--- config.mk ---
export PLATFORM = sky130hd
export DESIGN_NAME = div2
export DESIGN_NICKNAME = d
export VERILOG_FILES = /design/src/rtl/div_defs.sv /design/src/rtl/div_step.sv /design/src/rtl/div2.sv
export SDC_FILE = /design/constraint.sdc
export NUM_CORES = 1
export LEC_CHECK = 0
export ABC_AREA = 1
export ABC_CLOCK_PERIOD_IN_PS = 17400
export CELL_PAD_IN_SITES_DETAIL_PLACEMENT = 1
export CELL_PAD_IN_SITES_GLOBAL_PLACEMENT = 1
export CORE_MARGIN = 2
export CORE_UTILIZATION = 45
export DETAILED_ROUTE_END_ITERATION = 6
export PLACE_DENSITY = 0.88
export SLEW_MARGIN = 15
export SYNTH_ARGS = -nofsm -noshare
export SYNTH_HDL_FRONTEND = slang
export SYNTH_SLANG_ARGS = --single-unit
--- constraint.sdc ---
create_clock -name clk -period 17.4 [get_ports clk]
set_input_delay 2.61 -clock clk [delete_from_list [all_inputs] [get_ports clk]]
set_output_delay 2.61 -clock clk [all_outputs]
set_load 0.02 [all_outputs]
--- src/rtl/div_defs.sv ---
// Shared definitions for the div2 radix-2 restoring divider.
package div_defs;
   localparam int DIV_WIDTH = 32;
   localparam int DIV_CNT_W = $clog2(DIV_WIDTH) + 1;

   typedef enum logic [1:0] {
      DIV_IDLE    = 2'b00,
      DIV_DIVZERO = 2'b01,
      DIV_ON      = 2'b10,
      DIV_END     = 2'b11
   } div_state_t;
endpackage

--- src/rtl/div_step.sv ---
// One restoring-division step: shift in the next dividend bit, trial-subtract, restore on borrow.
module div_step #(
   parameter int WIDTH = 32
) (
   // The partial remainder's top bit is always zero before a shift, so only the low bits enter.
   input  logic [WIDTH-2:0] rem,
   input  logic             din,
   input  logic [WIDTH-1:0] divisor,
   output logic [WIDTH-1:0] rem_next,
   output logic             q_bit
);
   logic [WIDTH-1:0] shifted;
   logic [WIDTH:0]   trial;

   always_comb begin
      shifted  = {rem, din};
      trial    = {1'b0, shifted} - {1'b0, divisor};
      q_bit    = ~trial[WIDTH];
      rem_next = q_bit ? trial[WIDTH-1:0] : shifted;
   end
endmodule

--- src/rtl/div2.sv ---
// Multi-cycle signed/unsigned integer divider; one quotient bit per cycle on magnitudes,
// sign fix-up at the end. result_o = {remainder, quotient}.
module div2
   import div_defs::*;
#(
   parameter int WIDTH = DIV_WIDTH
) (
   input  logic               clk,
   input  logic               rst,
   input  logic               signed_div_i,
   input  logic [WIDTH-1:0]   opdata1_i,
   input  logic [WIDTH-1:0]   opdata2_i,
   input  logic               start_i,
   input  logic               annul_i,
   output logic [2*WIDTH-1:0] result_o,
   output logic               ready_o,
   output logic               div_stall
);
   localparam int CNT_W = $clog2(WIDTH) + 1;

   div_state_t       state, next_state;
   logic             sign_a, sign_b, sgn, dz;
   logic [WIDTH-1:0] divisor;
   logic [WIDTH-1:0] dvd;      // dividend magnitude; quotient bits shift in from the bottom
   logic [WIDTH-1:0] rem;
   logic [CNT_W-1:0] count;
   logic [WIDTH-1:0] step_rem;
   logic             q_bit;
   logic [WIDTH-1:0] rem_fix, quo_fix;

   div_step #(.WIDTH(WIDTH)) u_step (
      .rem      (rem[WIDTH-2:0]),
      .din      (dvd[WIDTH-1]),
      .divisor  (divisor),
      .rem_next (step_rem),
      .q_bit    (q_bit)
   );

   always_ff @(posedge clk or posedge rst) begin
      if (rst) state <= DIV_IDLE;
      else     state <= next_state;
   end

   always_comb begin
      next_state = state;
      case (state)
         DIV_IDLE:    if (start_i && !annul_i)
                         next_state = (opdata2_i == '0) ? DIV_DIVZERO : DIV_ON;
         DIV_DIVZERO: next_state = annul_i ? DIV_IDLE : DIV_END;
         DIV_ON:      if (annul_i) next_state = DIV_IDLE;
                      else if (count == CNT_W'(WIDTH - 1)) next_state = DIV_END;
         DIV_END:     next_state = DIV_IDLE;
         default:     next_state = DIV_IDLE;
      endcase
   end

   // Divide-by-zero results bypass the sign fix-up.
   always_comb begin
      rem_fix = (!dz && sgn && sign_a)            ? -rem : rem;
      quo_fix = (!dz && sgn && (sign_a ^ sign_b)) ? -dvd : dvd;
   end

   always_ff @(posedge clk or posedge rst) begin
      if (rst) begin
         sign_a    <= 1'b0;
         sign_b    <= 1'b0;
         sgn       <= 1'b0;
         dz        <= 1'b0;
         divisor   <= '0;
         dvd       <= '0;
         rem       <= '0;
         count     <= '0;
         result_o  <= '0;
         ready_o   <= 1'b0;
         div_stall <= 1'b0;
      end else begin
         ready_o <= 1'b0;
         case (state)
            DIV_IDLE: if (start_i && !annul_i) begin
               sign_a    <= opdata1_i[WIDTH-1];
               sign_b    <= opdata2_i[WIDTH-1];
               sgn       <= signed_div_i;
               dvd       <= (signed_div_i && opdata1_i[WIDTH-1]) ? -opdata1_i : opdata1_i;
               divisor   <= (signed_div_i && opdata2_i[WIDTH-1]) ? -opdata2_i : opdata2_i;
               rem       <= '0;
               count     <= '0;
               dz        <= 1'b0;
               div_stall <= 1'b1;
            end
            DIV_ON: if (annul_i) begin
               div_stall <= 1'b0;
            end else begin
               rem   <= step_rem;
               dvd   <= {dvd[WIDTH-2:0], q_bit};
               count <= count + 1'b1;
            end
            DIV_DIVZERO: if (annul_i) begin
               div_stall <= 1'b0;
            end else begin
               // Re-negating the magnitude recovers the raw dividend exactly.
               rem <= (sgn && sign_a) ? -dvd : dvd;
               dvd <= '1;
               dz  <= 1'b1;
            end
            DIV_END: begin
               div_stall <= 1'b0;
               if (!annul_i) begin
                  result_o <= {rem_fix, quo_fix};
                  ready_o  <= 1'b1;
               end
            end
            default: div_stall <= 1'b0;
         endcase
      end
   end
endmodule

### Word level (Yosys, flattened, before mapping)

Index checks and enable logic that the tools add are counted.

| operators by class | value |
|---|---|
| multiplexer cells | 31 |
| reduce and logical (&&, ||, !) cells | 22 |
| equal/unequal tests | 9 |
| add/subtract/negate cells | 6 |
| bitwise logic cells | 3 |

Operators by type and width:

| operator | count |
|---|---|
| $mux 32 | 12 |
| $pmux 32 s3 | 2 |
| $neg 32->32 | 4 |
| $sub 32x32->33 | 1 |
| $logic_not 32->1 | 1 |
| $mux 6 | 2 |
| $pmux 6 s2 | 1 |
| $mux 2 | 5 |
| $pmux 2 s4 | 1 |
| $reduce_and 2->1 | 4 |
| $logic_and 1x1->1 | 7 |
| $add 6x1->6 const B | 1 |
| $eq 6x5->1 const B | 1 |
| $mux 1 | 6 |
| $ne 2x2->1 const B | 3 |
| $reduce_and 3->1 | 2 |
| $eq 2x2->1 const B | 2 |
| $reduce_and 4->1 | 1 |
| $reduce_bool 2->1 | 2 |
| $ne 3x3->1 const B | 1 |
| $pmux 1 s3 | 1 |
| $reduce_bool 3->1 | 1 |
| $eq 2x1->1 const B | 1 |
| $logic_not 1->1 | 2 |
| other kinds (6) | 7 |

| word-level totals | value |
|---|---|
| register bits | 174 |
| output and inout bits | 66 |
| logic and storage cells | 83 |

### Logic depth before layout (Yosys ltp)

Gate-level depths: netlist of the first run.

| depth | value |
|---|---|
| depth after elaboration | 4 |
| depth in mapped cells | 19 |
| gate-level depth less buffers | 18 |

### Cells and area by module

From an unflattened synthesis of the first run, not the netlist that was laid out.

| second synthesis, totals | value |
|---|---|
| cells, all modules | 2,443 |
| area, all modules | 14,825.5 µm² |

By module, submodules not included:

| module | area each (µm²) | seq. area each (µm²) | cells an instance | times used |
|---|---|---|---|---|
| div2 | 11,710.0 | 4,354.2 | 1,799 | 1 |
| div_step | 3,115.5 | 0.0 | 644 | 1 |

### Least setup slack after synthesis of the first run

OpenSTA, ideal clock, no wires.

| timing | value |
|---|---|
| path kind | input to register |
| start point | in opdata2_i[1] |
| end point | reg divisor[24] |
| data arrival time | 3.993 ns |
| stages on the path | 11 |
| data required time | 17.282 ns |
| path slack | 13.290 ns |
| buffers on the path | 0 |
| path through | inv_1 -> ha_1 -> nand3_1 -> nor2_2 -> nand3_1 -> nor3_2 -> nand3_2 -> o21ai_0 -> nand2_1 -> nand3_1 -> nand2_1 |

| on the way | value |
|---|---|
| cells in the longest elaborated chain, start to end | 2 |

RTL lines:

| what | line | text |
|---|---|---|
| start: declaration | div2.sv:12 | `input logic [WIDTH-1:0] opdata2_i,` |
| $neg 32->32 | div2.sv:84 | `divisor <= (signed_div_i && opdata2_i[WIDTH-1]) ? -opdata2_i : opdata2_i;` |
| $mux 32 | div2.sv:84 |  |
| end signal: assignment | div2.sv:84 |  |
| end: declaration | div2.sv:23 | `logic [WIDTH-1:0] divisor;` |

No other way between the ends.
A chain may end at the register's enable or synchronous reset.

### Worst setup path in the final report of the first run

| timing | value |
|---|---|
| start point | in annul_i |
| end point | reg dvd[18] |

| on the way | value |
|---|---|
| cells in the longest elaborated chain, start to end | 4 |

RTL lines:

| what | line | text |
|---|---|---|
| start: declaration | div2.sv:14 | `input logic annul_i,` |
| $logic_not 1->1 | - |  |
| $logic_and 1x1->1 | div2.sv:79 | `DIV_IDLE: if (start_i && !annul_i) begin` |
| $ne 2x2->1 (no line) | - |  |
| $reduce_and 4->1 (no line) (*) | - |  |
| end signal: assignment | div2.sv:83 | `dvd <= (signed_div_i && opdata1_i[WIDTH-1]) ? -opdata1_i : opdata1_i;` |
| end signal: assignment | div2.sv:94 | `dvd <= {dvd[WIDTH-2:0], q_bit};` |
| end: declaration | div2.sv:24 | `logic [WIDTH-1:0] dvd;` |

Mark *: on every way between the ends. The rest lies on a longest branch, timed or not.

==> results.json, run 1 <==
{
  "crit_cells": 9,
  "overflow": 0,
  "relSlewSlack_pct": 26.8,
  "rr_worst_depth": 10,
  "status": "finished, final reports clean",
  "max-vdd-ir-drop_mv": 0.114,
  "fin_crit_sh_pct": 29.4,
  "rows": 65,
  "crit_path_start": "annul_i",
  "antenna_found_initial": 0,
  "finalCriticalPeriod_ps": 5110,
  "cts_buffers": 17,
  "drt_iter0_drc": 1271,
  "ys_warn_count": 0,
  "fin_skew_ps": 16.7,
  "cts_tree": "done",
  "pre_cts_slack_ps": 12180,
  "synth-async-reset-ratio_pct": 100,
  "nets": 2558,
  "clock_path_buffers": 2,
  "synth_edf_count": 0,
  "vias": 16235,
  "rsz0062_at_grt": "false",
  "die_y_um": 184,
  "critPathBufInv": 3,
  "hp-start": "result_o[58]$_DFFE_PP0P_",
  "ys_top_cells_by_count": "nand2_1, inv_1, nor2_1, nand3_1, dfrtp_1",
  "drt_pass1_iterations": 7,
  "port_buffers": 134,
  "cts_root_buffer": "clkbuf_16",
  "synth_most_common_cell": "nand2_1",
  "clkTransAtPathRegs_ps": 80,
  "crit_type": "input port to flop",
  "synth_ff_type": "dfrtp_1",
  "hold_viol_final": 0,
  "synth_area_leader_cell": "dfrtp_1",
  "synth.distinct_cells": 55,
  "initial_utilization_pct": 45.9,
  "area_delta_synth_final_pct": 15.0,
  "wire_per_inst_um": 19.5,
  "die_w_um": 184,
  "grt_pass1_wl_um": 88700,
  "grt_pass1_vias": 16426,
  "seq_area_frac_synth_pct": 29.9,
  "drive_gt1_share_pct": 3.91,
  "fmax_ghz": 0.196,
  "htreeDepth": 4,
  "critical_path.max_stage_delay_ps": 870,
  "io_pins": 135,
  "synthesis.nets": 2477,
  "dp_hpwl_um": 43000,
  "cts_resized": 0,
  "syn_area_sq_um": 14600,
  "drc": 0,
  "fp.coreArea_sq_um": 31700,
  "grt_max_degree": 114,
  "synth_area_leaders": "dfrtp_1, nand2_1, inv_1, nand3_1, nor2_1",
  "dieArea_sq_um": 33800,
  "ys_seq_elements": 174,
  "regArea_sq_um": 4350,
  "power_density_nw_per_um2": 219,
  "worst_ep_arrival_time_ps": 5490,
  "multi_input_area_sq_um": 8560,
  "synth_top_area_share_pct": 29.9,
  "min_path_cells": 2,
  "crit_chain": "clkdlybuf4s50_1 -> o21ai_2 -> o21ai_1 -> nor3_2 -> buf_4 -> clkinv_2 -> a21oi_1 -> o21ai_0 -> o21ai_0",
  "final-setup-viol-count": 0,
  "rr_startpoint": "state[1]$_DFFE_PP0P_",
  "path_common_cell": "o21ai_0",
  "tightestPinTransition_ps": 1100,
  "final_util_pct": 52.8,
  "cap_violations": 0,
  "fin_setup_tns_ps": 0,
  "p_leak_nw": 8.57,
  "cp-start-kind": "input port",
  "post-cts-setup-buffers": 0,
  "holdCritPathClass": "flop to flop",
  "finalWirelength_um": 55700,
  "synthCells": 2364,
  "cp_data_required_time_ps": 17780,
  "fillers": 4380,
  "postCtsHoldBufs": 0,
  "crit_family": "buffers and inverters",
  "avgSynthCellArea_sq_um": 6.16,
  "clkSinkCount": 174,
  "grtUsageTotal_pct": 33.5,
  "vias_per_cell": 5.68,
  "insertion_delay_ps": 460,
  "worst-path-max-fanout": 74,
  "cp_slowest_cell": "clkinv_2",
  "gp_congestion": 0.935,
  "setup_slack_ps": 12290,
  "slew_violations": 0,
  "n_antenna_cell": 0,
  "end_kind": "flop",
  "drtAntennaViolNets": 0
}
[per-stage QoR]
stage / hold WS, ps / area, sq um / power, W / instances
3_5_place_dp: 468 / 16200 / 0.00320 / 2828
4_1_cts: 482 / 16700 / 0.00363 / 2860
3_3_place_gp: 450 / 16200 / 0.00309 / 2828
2_1_floorplan: 425 / 14600 / 0.00241 / 2364
6_report: 485 / 16700 / 0.00367 / 2860
5_1_grt: 513 / 16700 / 0.00397 / 2860
[power breakdown]
| group | total [W] | switching (W) | internal, W |
|---|---|---|---|
| Clock | 0.000412 | 0.000193 | 0.000220 |
| Sequential | 0.000803 | 0.000215 | 0.000587 |
| Combinational | 0.00245 | 0.00167 | 0.000780 |
| Total | 0.00367 | 0.00208 | 0.00159 |
[layout make-up]
cell class | count | area share (%)
inverter | 345 | 7.77
tap | 402 | 3.00
clock buffer | 19 | 2.64
sequential | 174 | 26.0
timing repair buffer | 147 | 8.59
multi-input combinational | 1760 | 51.1
clock inverter | 13 | 0.911
[sequential cells by signal, summed over array words and instances (netlist names)]
name	count
sign_b	1
sgn	1
divisor	32
ready_o	1
dvd	32
sign_a	1
state	2
dz	1
rem	32
result_o	64
div_stall	1
count	6
[routing by layer]
layer / global-route usage, % / up-vias / wire [um]
met5: 0 / - / 0
met4: 12.6 / 0 / 2030
met3: 4.81 / 104 / 3720
met2: 53.4 / 595 / 24900
met1: 46.1 / 7841 / 25100
li1: - / 7695 / -
[cells by family (layout without fill, tap and decap cells)]
kind of cell / count (synthesis) / after routing / synth area share (%)
AO/OA/AOI/OAI: 364 / 364 / 13.6
XOR/XNOR: 72 / 72 / 4.33
adder cells (fa/ha/maj): 44 / 44 / 3.83
buffers and inverters: 430 / 524 / 11.4
flip-flops: 174 / 174 / 29.9
AND/OR/NAND/NOR: 1280 / 1280 / 36.9
[worst paths after layout]
kind / end / slack (ps)
setup / recovery: dvd[18]$_DFFE_PP0P_ / 12290
min in group asynchronous: dvd[7]$_DFFE_PP0P_ / 2800
hold / removal: result_o[58]$_DFFE_PP0P_ / 480
setup reg to reg: dvd[18]$_DFFE_PP0P_ / 14260
max in group asynchronous: divisor[14]$_DFFE_PP0P_ / 13150
hold reg to reg: result_o[58]$_DFFE_PP0P_ / 480
[worst register-to-register path: stages, from the launching register on]
cell and delay, ps:
dfrtp_1 380, inv_1 110, ha_1 400, inv_2 130, o21ai_1 110, nor3_2 120
buf_4 330, clkinv_2 880, a21oi_1 390, o21ai_0 150, o21ai_0 90
[placed cells by master, fill, tap and decap left out, drive strengths merged, types with 36 or more instances in the layout]
master,count
nand2,797
a21oi,149
dfrtp,174
xor2,56
nor3,36
nor2,209
o21ai,154
nand3,183
clkdlybuf4s50,134
inv,346
ha,43
Note: power is estimated with default switching activity, not from simulation.
==> run 2, diff against run 1 <==
Settings changed: ABC_CLOCK_PERIOD_IN_PS 17400 to 4800, CORE_UTILIZATION 45 to 41, PLACE_DENSITY 0.88 to 0.81.
Clock period 17.4 ns to 4.8 ns, I/O delays scaled along.
==> run 2 against run 1 <==
- global-route usage fell by 3.4 points
- clock power rose to 3.7 times the previous value
- combinational power rose to 3.6 times the previous value
- power rose to 3.6 times the previous value
- highest routed layer is now met5
- final area rose by 0.74%
==> results.json, run 2 (synthesized netlist as in run 1, its figures left out) <==
{
  "cts_resized": 0,
  "clkSinkCount": 174,
  "cts_tree": "done",
  "postCtsHoldBufs": 0,
  "grt_pass1_wl_um": 86700,
  "nets": 2560,
  "drtAntennaViolNets": 0,
  "rsz0062_at_grt": "false",
  "fin_crit_sh_pct": 66.9,
  "cts_buffers": 17,
  "holdCritPathClass": "flop to flop",
  "clock_path_buffers": 2,
  "fp.coreArea_sq_um": 35300,
  "finalWirelength_um": 54900,
  "final_cell_mix": "nand2_1, inv_1, nor2_1, nand3_1, dfrtp_1",
  "fin_setup_tns_ps": 0,
  "drc": 0,
  "multi_input_area_sq_um": 8560,
  "grt_pass1_vias": 16018,
  "cp_data_required_time_ps": 5140,
  "worst_ep_arrival_time_ps": 3550,
  "rows": 69,
  "die_w_um": 192,
  "post-cts-setup-buffers": 0,
  "largest_reg_flops": 64,
  "stdcell_count": 2921,
  "fillers": 4769,
  "insertion_delay_ps": 460,
  "initial_utilization_pct": 41.2,
  "vias_per_cell": 5.43,
  "final-setup-viol-count": 0,
  "fmax_ghz": 0.312,
  "tightestPinTransition_ps": 1090,
  "hold_viol_final": 0,
  "dp.cells": 2889,
  "antenna_found_initial": 1,
  "grtUsageTotal_pct": 30.2,
  "overflow": 0,
  "layout_commonest_cell": "nand2_1",
  "finalCriticalPeriod_ps": 3210,
  "drt_pass1_iterations": 6,
  "cap_violations": 0,
  "gp_congestion": 0.920,
  "io_pins": 135,
  "wire_per_inst_um": 18.8,
  "worst-path-max-fanout": 65,
  "status": "finished, final reports clean",
  "area_delta_synth_final_pct": 15.9,
  "slew_violations": 0,
  "htreeDepth": 4,
  "cp-start-kind": "input port",
  "holdWs_ps": 452,
  "vias": 15873,
  "grt_max_degree": 88,
  "die_y_um": 192,
  "power_density_nw_per_um2": 787,
  "regArea_sq_um": 4350,
  "relSlewSlack_pct": 27.4,
  "dp_hpwl_um": 43300,
  "top_register": "result_o",
  "dieArea_sq_um": 37000,
  "cts_root_buffer": "clkbuf_16",
  "crit_type": "input port to flop",
  "fin_skew_ps": 10.9,
  "drt_iter0_drc": 934,
  "max-vdd-ir-drop_mv": 0.590,
  "end_kind": "flop",
  "port_buffers": 134,
  "clkTransAtPathRegs_ps": 70,
  "drive_gt1_share_pct": 3.90,
  "p_leak_nw": 8.59,
  "total_power_w": 0.0133
}
-- run 2: power by group --
| part | switching [W] | internal (W) | total, W |
|---|---|---|---|
| logic | 0.00603 | 0.00283 | 0.00885 |
| clock network | 0.000638 | 0.000877 | 0.00152 |
| registers | 0.000777 | 0.00213 | 0.00291 |
| total | 0.00744 | 0.00583 | 0.0133 |
-- run 2: worst max-delay path, cell delays in order --
cell and delay (ps):
clkdlybuf4s50_1 490, o21ai_2 260, o21ai_1 140, nor3_2 390
clkinv_2 880, buf_4 490, nand2_1 90, nand2_1 60
-- run 2: metrics by stage --
stage | util [%] | setup slack [ps] | instance area, sq um
floorplan | - | 1860 | 14600
global placement | 46.0 | 1680 | 16300
detailed placement | 46.0 | 1530 | 16300
CTS | 47.8 | 1720 | 16900
global route | 47.8 | 1350 | 16900
finish | 47.8 | 1590 | 16900
-- run 2: layout make-up --
| type | instances | share of cell area, % |
|---|---|---|
| Clock buffer | 23 | 2.89 |
| Timing Repair Buffer | 149 | 8.69 |
| Antenna cell | 1 | 0.0148 |
| Tap cell | 461 | 3.42 |
| Clock inverter | 8 | 0.764 |
| Inverter | 345 | 7.70 |
| Sequential cell | 174 | 25.8 |
| Multi-Input combinational cell | 1760 | 50.7 |
-- run 2: per-layer routing --
layer  track usage (%)  part of all wire, %  up-vias  routed length (um)
met5                 0                0.024        -                  13
met4              11.4                  3.3        2                1830
met3              5.09                  6.1       87                3330
met2              46.6                   44      448               23900
met1              42.1                   47     7645               25900
li1                  -                    -     7691                   -
-- run 2: final timing paths --
| check | slack, ps | to | start | cells past startpoint |
|---|---|---|---|---|
| setup / recovery | 1590 | rem[23]$_DFFE_PP0P_ | annul_i | 8 |
| hold / removal | 450 | count[4]$_DFFE_PP0P_ | count[3]$_DFFE_PP0P_ | 1 |
| setup reg to reg | 1660 | dvd[0]$_DFFE_PP0P_ | rem[0]$_DFFE_PP0P_ | 15 |
| hold reg to reg | 450 | count[4]$_DFFE_PP0P_ | count[3]$_DFFE_PP0P_ | 1 |
| max in group asynchronous | 3400 | dvd[29]$_DFFE_PP0P_ | rst | 3 |
| min in group asynchronous | 530 | result_o[7]$_DFFE_PP0P_ | rst | 2 |
==> run 3, diff against run 2 <==
Settings changed: ABC_CLOCK_PERIOD_IN_PS 4800 to 2900, CORE_UTILIZATION 41 to 37, PLACE_DENSITY 0.81 to 0.77.
Clock period 4.8 ns to 2.9 ns, I/O delays scaled along.
==> run 3 against run 2 <==
- wire length up 3.9%
- non-clock buffer count grew 55
- clock power rose by 57%
- critical path type is now flop to flop
- largest cell class unchanged
==> results.json, run 3 (synthesized netlist as in run 1, its figures left out) <==
{
  "crit_family": "simple AND/OR/NAND/NOR gates",
  "vias_per_cell": 5.27,
  "grtUsageTotal_pct": 28.2,
  "power_density_nw_per_um2": 1300,
  "slew_violations": 0,
  "cap_violations": 0,
  "status": "finished, final reports clean",
  "htreeDepth": 4,
  "total_power_w": 0.0226,
  "max-vdd-ir-drop_mv": 0.535,
  "rsz0062_at_grt": "false",
  "gp_congestion": 0.953,
  "fin_setup_tns_ps": 0,
  "grt_pass1_wl_um": 90900,
  "cts_resized": 0,
  "fillers": 5185,
  "die_w_um": 202,
  "dp_hpwl_um": 46600,
  "nets": 2615,
  "vias": 15964,
  "clock_path_buffers": 2,
  "crit_chain": "ha_1 -> nand2_1 -> nor2_1 -> inv_1 -> nor3_1 -> nand3_1 -> nand3_1 -> nand2_1 -> nand3_1 -> nand2_1 -> nand2_1 -> nand2_1 -> nand2_1",
  "postCtsHoldBufs": 0,
  "drive_gt1_share_pct": 6.05,
  "cp-start-kind": "flop",
  "port_buffers": 134,
  "insertion_delay_ps": 460,
  "drt_pass1_iterations": 5,
  "antenna_found_initial": 0,
  "largest_reg_flops": 64,
  "stdcell_count": 3032,
  "final_cell_mix": "nand2_1, inv_1, nor2_1, nand3_1, dfrtp_1",
  "fin_skew_ps": 14.7,
  "cp_data_required_time_ps": 3300,
  "worst_ep_arrival_time_ps": 3030,
  "overflow": 0,
  "layout_commonest_cell": "nand2_1",
  "fp.coreArea_sq_um": 38700,
  "top_register": "result_o",
  "end_kind": "flop",
  "rows": 72,
  "fin_crit_sh_pct": 90.9,
  "n_antenna_cell": 0,
  "post-cts-setup-buffers": 0,
  "holdWs_ps": 460,
  "die_y_um": 202,
  "fmax_ghz": 0.379,
  "crit_type": "flop to flop",
  "grt_pass1_vias": 16360,
  "critical_path.max_stage_delay_ps": 450,
  "tightestPinTransition_ps": 916,
  "area_delta_synth_final_pct": 19.8,
  "cts_tree": "done",
  "finalCriticalPeriod_ps": 2640,
  "clkTransAtPathRegs_ps": 80,
  "drtAntennaViolNets": 0,
  "holdCritPathClass": "flop to flop",
  "dp.cells": 3001,
  "relSlewSlack_pct": 38.9,
  "worst-path-max-fanout": 5,
  "initial_utilization_pct": 37.6,
  "io_pins": 135,
  "critPathBufInv": 1,
  "dieArea_sq_um": 41000,
  "drc": 0,
  "hold_viol_final": 0,
  "drt_iter0_drc": 1063,
  "final-setup-viol-count": 0,
  "p_leak_nw": 8.87,
  "cp_slowest_cell": "dfrtp_1",
  "wire_per_inst_um": 18.8,
  "finalWirelength_um": 57100,
  "cts_root_buffer": "clkbuf_16",
  "cts_buffers": 17,
  "grt_max_degree": 83,
  "clkSinkCount": 174,
  "path_common_cell": "nand2_1"
}
run 3: final cells by class:
class,count,area [sq um],share of cell area (%)
Tap cell,518,648,3.72
Timing Repair Buffer,204,1990,11.4
Sequential cell,174,4350,25.0
Multi-Input combinational cell,1760,8560,49.1
Inverter,345,1300,7.45
Clock buffer,20,457,2.62
Clock inverter,11,135,0.775
run 3: routing by layer:
layer	GRT usage [%]	up-vias	share of wire [%]
li1	-	7778	-
met1	40.7	7754	48
met2	43.5	366	44
met3	2.76	66	4.3
met4	10.5	0	3.4
met5	0	-	0
run 3: path summary, 6_finish.rpt:
path / startpoint / endpoint / slack [ps] / cells after the start
setup / recovery: rem[19]$_DFFE_PP0P_ / rem[23]$_DFFE_PP0P_ / 260 / 13
hold / removal: count[3]$_DFFE_PP0P_ / count[4]$_DFFE_PP0P_ / 460 / 1
setup reg to reg: rem[19]$_DFFE_PP0P_ / rem[23]$_DFFE_PP0P_ / 260 / 13
hold reg to reg: count[3]$_DFFE_PP0P_ / count[4]$_DFFE_PP0P_ / 460 / 1
max in group asynchronous: rst / count[5]$_DFFE_PP0P_ / 1750 / 3
min in group asynchronous: rst / dvd[4]$_DFFE_PP0P_ / 480 / 2
run 3: power breakdown:
part / internal (W) / total (W) / switching (W)
Combinational: 0.00520 / 0.0156 / 0.0104
Sequential: 0.00353 / 0.00461 / 0.00108
Clock: 0.00132 / 0.00239 / 0.00107
Total: 0.0100 / 0.0226 / 0.0126
run 3: metrics by stage:
stage / cell area (sq um) / worst slack [ps] / util [%]
finish: 17400 / 264 / 45.0
global route: 17400 / 35.3 / 45.0
CTS: 17400 / 260 / 45.0
detailed placement: 16800 / 257 / 43.5
global placement: 16800 / 366 / 43.5
floorplan: 14600 / 240 / -
